$ cat src/rtl/mem_port_arbiter.sv
// Arbiter sharing one single-port memory between instruction fetch and data access.
// Define ARB_STATS_EN to add grant/conflict statistics counters.
module mem_port_arbiter #(
   parameter int ADDR_W     = 10,
   parameter int DATA_W     = 32,
   parameter int RD_LAT     = 1,
   parameter int STARVE_MAX = 4
) (
   input  logic              clk1,
   input  logic              rst,
   input  logic              if_req,
   input  logic [ADDR_W-1:0] if_addr,
   output logic              if_gnt,
   output logic              if_rvalid,
   output logic [DATA_W-1:0] if_rdata,
   input  logic              dm_req,
   input  logic              dm_we,
   input  logic [ADDR_W-1:0] dm_addr,
   input  logic [DATA_W-1:0] dm_wdata,
   output logic              dm_gnt,
   output logic              dm_rvalid,
   output logic [DATA_W-1:0] dm_rdata,
   output logic              mem_en,
   output logic              mem_we,
   output logic [ADDR_W-1:0] mem_addr,
   output logic [DATA_W-1:0] mem_wdata,
   input  logic [DATA_W-1:0] mem_rdata,
   output logic              busy
`ifdef ARB_STATS_EN
   ,
   output logic [31:0]       stat_if_gnt,
   output logic [31:0]       stat_dm_gnt,
   output logic [31:0]       stat_conflict
`endif
);

   localparam logic [1:0] S_IDLE   = 2'd0;
   localparam logic [1:0] S_ISSUE  = 2'd1;
   localparam logic [1:0] S_RDWAIT = 2'd2;
   localparam int CNT_W = (RD_LAT > 1) ? $clog2(RD_LAT) : 1;

   logic [1:0]        state_q, state_d;
   logic [CNT_W-1:0]  lat_q, lat_d;
   logic [7:0]        starve_q, starve_d;
   logic              if_gnt_q, dm_gnt_q, if_rvalid_q, dm_rvalid_q, own_dm_q;
   logic              mem_en_q, mem_we_q;
   logic [ADDR_W-1:0] mem_addr_q;
   logic [DATA_W-1:0] mem_wdata_q, if_rdata_q, dm_rdata_q;

   logic capture, arb, if_el, dm_el, starved, dm_win, if_win, win, conflict;

   always_comb begin
      capture  = (state_q == S_RDWAIT) && (lat_q == '0);
      // A write frees the port at the end of its issue cycle; a read at its capture edge.
      arb      = (state_q == S_IDLE) || ((state_q == S_ISSUE) && mem_we_q) || capture;
      if_el    = if_req && !if_gnt_q;
      dm_el    = dm_req && !dm_gnt_q;
      starved  = (STARVE_MAX != 0) && (starve_q >= 8'(STARVE_MAX));
      dm_win   = arb && dm_el && !(if_el && starved);
      if_win   = arb && if_el && !dm_win;
      win      = dm_win || if_win;
      conflict = arb && if_el && dm_el;
   end

   always_comb begin
      state_d = state_q;
      lat_d   = lat_q;
      case (state_q)
         S_IDLE:   if (win) state_d = S_ISSUE;
         S_ISSUE:  if (mem_we_q) begin
                      state_d = win ? S_ISSUE : S_IDLE;
                   end else begin
                      state_d = S_RDWAIT;
                      lat_d   = CNT_W'(RD_LAT - 1);
                   end
         S_RDWAIT: if (capture) state_d = win ? S_ISSUE : S_IDLE;
                   else         lat_d   = lat_q - CNT_W'(1);
         default:  state_d = S_IDLE;
      endcase
   end

   always_comb begin
      starve_d = starve_q;
      if (!if_req || if_win)
         starve_d = 8'd0;
      else if (if_el && dm_win && (starve_q != 8'hFF))
         starve_d = starve_q + 8'd1;
   end

   always_ff @(posedge clk1) begin
      if (rst) begin
         state_q     <= S_IDLE;
         lat_q       <= '0;
         starve_q    <= '0;
         if_gnt_q    <= 1'b0;
         dm_gnt_q    <= 1'b0;
         if_rvalid_q <= 1'b0;
         dm_rvalid_q <= 1'b0;
         own_dm_q    <= 1'b0;
         mem_en_q    <= 1'b0;
         mem_we_q    <= 1'b0;
         mem_addr_q  <= '0;
         mem_wdata_q <= '0;
         if_rdata_q  <= '0;
         dm_rdata_q  <= '0;
      end else begin
         state_q     <= state_d;
         lat_q       <= lat_d;
         starve_q    <= starve_d;
         if_gnt_q    <= if_win;
         dm_gnt_q    <= dm_win;
         mem_en_q    <= win;
         mem_we_q    <= dm_win && dm_we;
         mem_addr_q  <= dm_win ? dm_addr : (if_win ? if_addr : '0);
         mem_wdata_q <= (dm_win && dm_we) ? dm_wdata : '0;
         if (win) own_dm_q <= dm_win;
         if_rvalid_q <= capture && !own_dm_q;
         dm_rvalid_q <= capture && own_dm_q;
         if (capture && !own_dm_q) if_rdata_q <= mem_rdata;
         if (capture && own_dm_q)  dm_rdata_q <= mem_rdata;
      end
   end

   assign if_gnt    = if_gnt_q;
   assign dm_gnt    = dm_gnt_q;
   assign if_rvalid = if_rvalid_q;
   assign dm_rvalid = dm_rvalid_q;
   assign if_rdata  = if_rdata_q;
   assign dm_rdata  = dm_rdata_q;
   assign mem_en    = mem_en_q;
   assign mem_we    = mem_we_q;
   assign mem_addr  = mem_addr_q;
   assign mem_wdata = mem_wdata_q;
   assign busy      = ((state_q == S_ISSUE) && !mem_we_q) || (state_q == S_RDWAIT);

`ifdef ARB_STATS_EN
   logic [31:0] st_if_q, st_dm_q, st_cf_q;

   always_ff @(posedge clk1) begin
      if (rst) begin
         st_if_q <= '0;
         st_dm_q <= '0;
         st_cf_q <= '0;
      end else begin
         if (if_win)   st_if_q <= st_if_q + 32'd1;
         if (dm_win)   st_dm_q <= st_dm_q + 32'd1;
         if (conflict) st_cf_q <= st_cf_q + 32'd1;
      end
   end

   assign stat_if_gnt   = st_if_q;
   assign stat_dm_gnt   = st_dm_q;
   assign stat_conflict = st_cf_q;
`endif

endmodule

$ cat config.mk
export PLATFORM = sky130hd
export DESIGN_NAME = mem_port_arbiter
export DESIGN_NICKNAME = d
export VERILOG_FILES = /design/src/rtl/mem_port_arbiter.sv
export SDC_FILE = /design/constraint.sdc
export NUM_CORES = 1
export LEC_CHECK = 0
export BUFFER_PORTS_ARGS = -buffer_cell sky130_fd_sc_hd__buf_2
export CORE_ASPECT_RATIO = 0.6
export CORE_MARGIN = 2
export CORE_UTILIZATION = 45
export DETAILED_ROUTE_END_ITERATION = 8
export PLACE_DENSITY = 0.79
export SYNTH_ARGS = -nofsm -noshare
export SYNTH_HDL_FRONTEND = slang
export SYNTH_SLANG_ARGS = --single-unit
export TNS_END_PERCENT = 5
$ cat constraint.sdc
create_clock -name clk1 -period 1.6 [get_ports clk1]
set_input_delay 0.16 -clock clk1 [delete_from_list [all_inputs] [get_ports clk1]]
set_output_delay 0.16 -clock clk1 [all_outputs]
set_load 0.005 [all_outputs]
==> results.ini <==
[worst_setup_path]
r2r_setup_slack_ns=0.08
crit_slowest_cell=dfxtp_1
critical-path-top-delay-family=simple AND/OR/NAND/NOR gates
critPathBufInv=1
crit_top_cell=nor4_4
crit_path_start_kind=flip-flop
cp_cell_sequence=nor4_4, a21oi_1, nor4_4, buf_12, and3_1
worst-path-stages=5
max_stage_delay_ns=0.33
r2r-start=starve_q[7]$_SDFFE_PP0P_
cp_max_fo=45
cp-end-kind=flip-flop
path_class=reg -> reg
r2r_end=mem_wdata[21]$_SDFF_PP0_
crit_required_ns=1.94
cp_data_arrival_time_ns=1.86
ff2ff_path_depth=5

[route]
wl_met1_um=5456
wire_per_inst_um=15.92
wl_met3_um=1085
drtPass1Iterations=5
top_layer=met4
avgViaCountPerCell=5.022
vias=4133
wl_met2_um=6325
drtAntennaViolNets=0
drcViolationCount=0
drt-total-wl_um=13100
first_iter_violations=237

[power_and_ir_drop]
power_density_nw_per_um2=1220
leakagePower_nw=3.067
irDropWorstVdd_uv=1029

[placed_design]
dp.cells=738
dpl_cell_area_um2=5233
dp_slack_ns=0.06062
port_buffers=201
dpl.hpwl_um=7985
gp_congestion=0.8312

[sta]
layout_setup_ws_ns=0.07738
slew_headroom_pct=67.90
finClkSkew_ns=0.01032
period_needed_ns=1.523
setup_tns_ns=0
rsz0062_at_grt=false
slew_viol_final=0
worst_slew_pin_slew_ns=0.4814
fmaxAchievable_mhz=656.8
finalHoldViolCount=0
min_period_over_period_pct=95.16
finalSetupViolCount=0

[layout]
nets=789
layout_common_cells=201 x buf_2, 128 x nand2_1, 121 x dfxtp_1
design_area_um2=6407
drive_above_1_share_pct=36.43
area_delta_synth_final_pct=56.75
num_antenna_cells=0
post-route-util_pct=74.05
final_common_cell=buf_2
fin_cells=823

[synth]
ys_ff_latch=124
async_flop_share_pct=0
syn_inst=440
synth_area_um2=4088
synth_warnings=0
ys_dominant_reg_cell=dfxtp_1
synth_edf_count=0
syn_nets=531
postSynthAreaPerCell_um2=9.290
seq_area_frac_synth_pct=60.73
yosysUniqueCellTypes=34

[cts]
cts_setup_buffers=0
cts.clk_slew.worst_paths_ns=0.06
cts_sinks=124
cts.htree.levels=4
cts_made_buffers=17
clock_path_buffers=2
cts_tree=yes
clock_latency_ns=0.40
root_buffer=clkbuf_16

[worst_hold_path]
hold_end=if_rdata[25]$_SDFFE_PP0P_
min_path_type=in -> reg
min_path_cells=3
holdCritStartpoint=mem_rdata[25]

[job]
max-cap-violations=0

[global_route]
gr-usage-all-layers_pct=26.44
antenna_found_initial=0
grt_start_max_net_pins=48
grt-ovfl-total=0
first_global_vias=4095
grt_first_pass_wirelength_um=20290

[floorplan]
core_area_um2=8653
die_area_um2=9887
fp.dieW_um=127.0
io_pins=202
die_y_um=77.83
initial_utilization_pct=47.24
std_cell_rows=26

[status]
outcome=finished, final reports clean

## sequential cells by signal, indices dropped and copies added (netlist names)
name / flops
dm_gnt: 1
dm_rdata: 32
dm_rvalid: 1
if_gnt: 1
if_rdata: 32
if_rvalid: 1
lat_q: 1
mem_addr: 10
mem_en: 1
mem_wdata: 32
mem_we: 1
own_dm_q: 1
starve_q: 8
state_q: 2
## metrics by stage
step | power, mW | hold WS [ns]
after floorplan | 3.532 | 0.2855
after global placement | 3.804 | 0.3701
after detailed placement | 3.818 | 0.3709
after CTS | 7.838 | 0.00003028
after global routing | 8.076 | 0.007546
final | 7.819 | 0.01240
## report_power, final
part	leakage, nW	internal, mW	switching [mW]
combinational	1.77	0.339	0.310
sequential	1.01	3.19	0.0471
clock	0.296	2.62	1.32
total	3.07	6.15	1.67
## logic make-up after synthesis
group	count (synthesis)	synth area share [%]
AND/OR/NAND/NOR	190	21.79
buffers and inverters	35	4.193
flip-flops	124	60.73
adder cells (fa/ha/maj)	2	0.6121
AO/OA/AOI/OAI	89	12.67
## synth_stat cells, types with 3 or more instances
library cell / n / area share (%)
a21oi_1: 67 / 8.2
a22o_1: 10 / 2.1
and2_1: 6 / 0.92
and3_1: 32 / 4.9
buf_2: 8 / 0.98
buf_6: 4 / 1.1
clkbuf_1: 17 / 1.6
dfxtp_1: 124 / 61
inv_1: 4 / 0.37
nand2_1: 128 / 12
nand2b_1: 3 / 0.46
nor2_1: 5 / 0.46
o21ai_0: 4 / 0.49
## worst min-delay path, cell delays in order
cell and delay (ns):
buf_2 0.10, nand2_1 0.05, a21oi_1 0.05
## area by class of cell
| type | instances | area, um^2 |
|---|---|---|
| clock buffers | 23 | 488.0 |
| clock inverters | 9 | 135.1 |
| fillers | 580 | 2246 |
| inverters | 4 | 15.01 |
| multi-input cells | 281 | 1454 |
| flip-flops and latches | 124 | 2486 |
| well taps | 112 | 140.1 |
| repair buffers | 270 | 1689 |
## how the worst max path moves through the flow
stage                                         from                         to  slack [ns]
after floorplan            state_q[0]$_SDFFE_PP0P_   mem_wdata[24]$_SDFF_PP0_        0.09
after detailed placement  starve_q[7]$_SDFFE_PP0P_     mem_addr[3]$_SDFF_PP0_        0.06
after CTS                 starve_q[7]$_SDFFE_PP0P_   mem_wdata[12]$_SDFF_PP0_        0.04
after global placement           mem_we$_SDFF_PP0_   mem_wdata[30]$_SDFF_PP0_        0.09
final                     starve_q[7]$_SDFFE_PP0P_   mem_wdata[21]$_SDFF_PP0_        0.08
after global routing       state_q[0]$_SDFFE_PP0P_  dm_rdata[13]$_SDFFE_PP0P_        0.01
## per-layer routing
layer | global-route usage [%] | vias to the layer above
li1 | - | 1986
met4 | 11.21 | 0
met1 | 31.05 | 1926
met3 | 8.621 | 19
met2 | 44.73 | 202
met5 | 0 | -
## timing repair
action / in CTS / in global routing
hold buffers: 52 / 1
endpoints found under the setup margin: 1 / 62
gates resized for setup: 1 / 7
hold endpoints to repair: 43 / 1
Power figures use the tool's default switching activity.
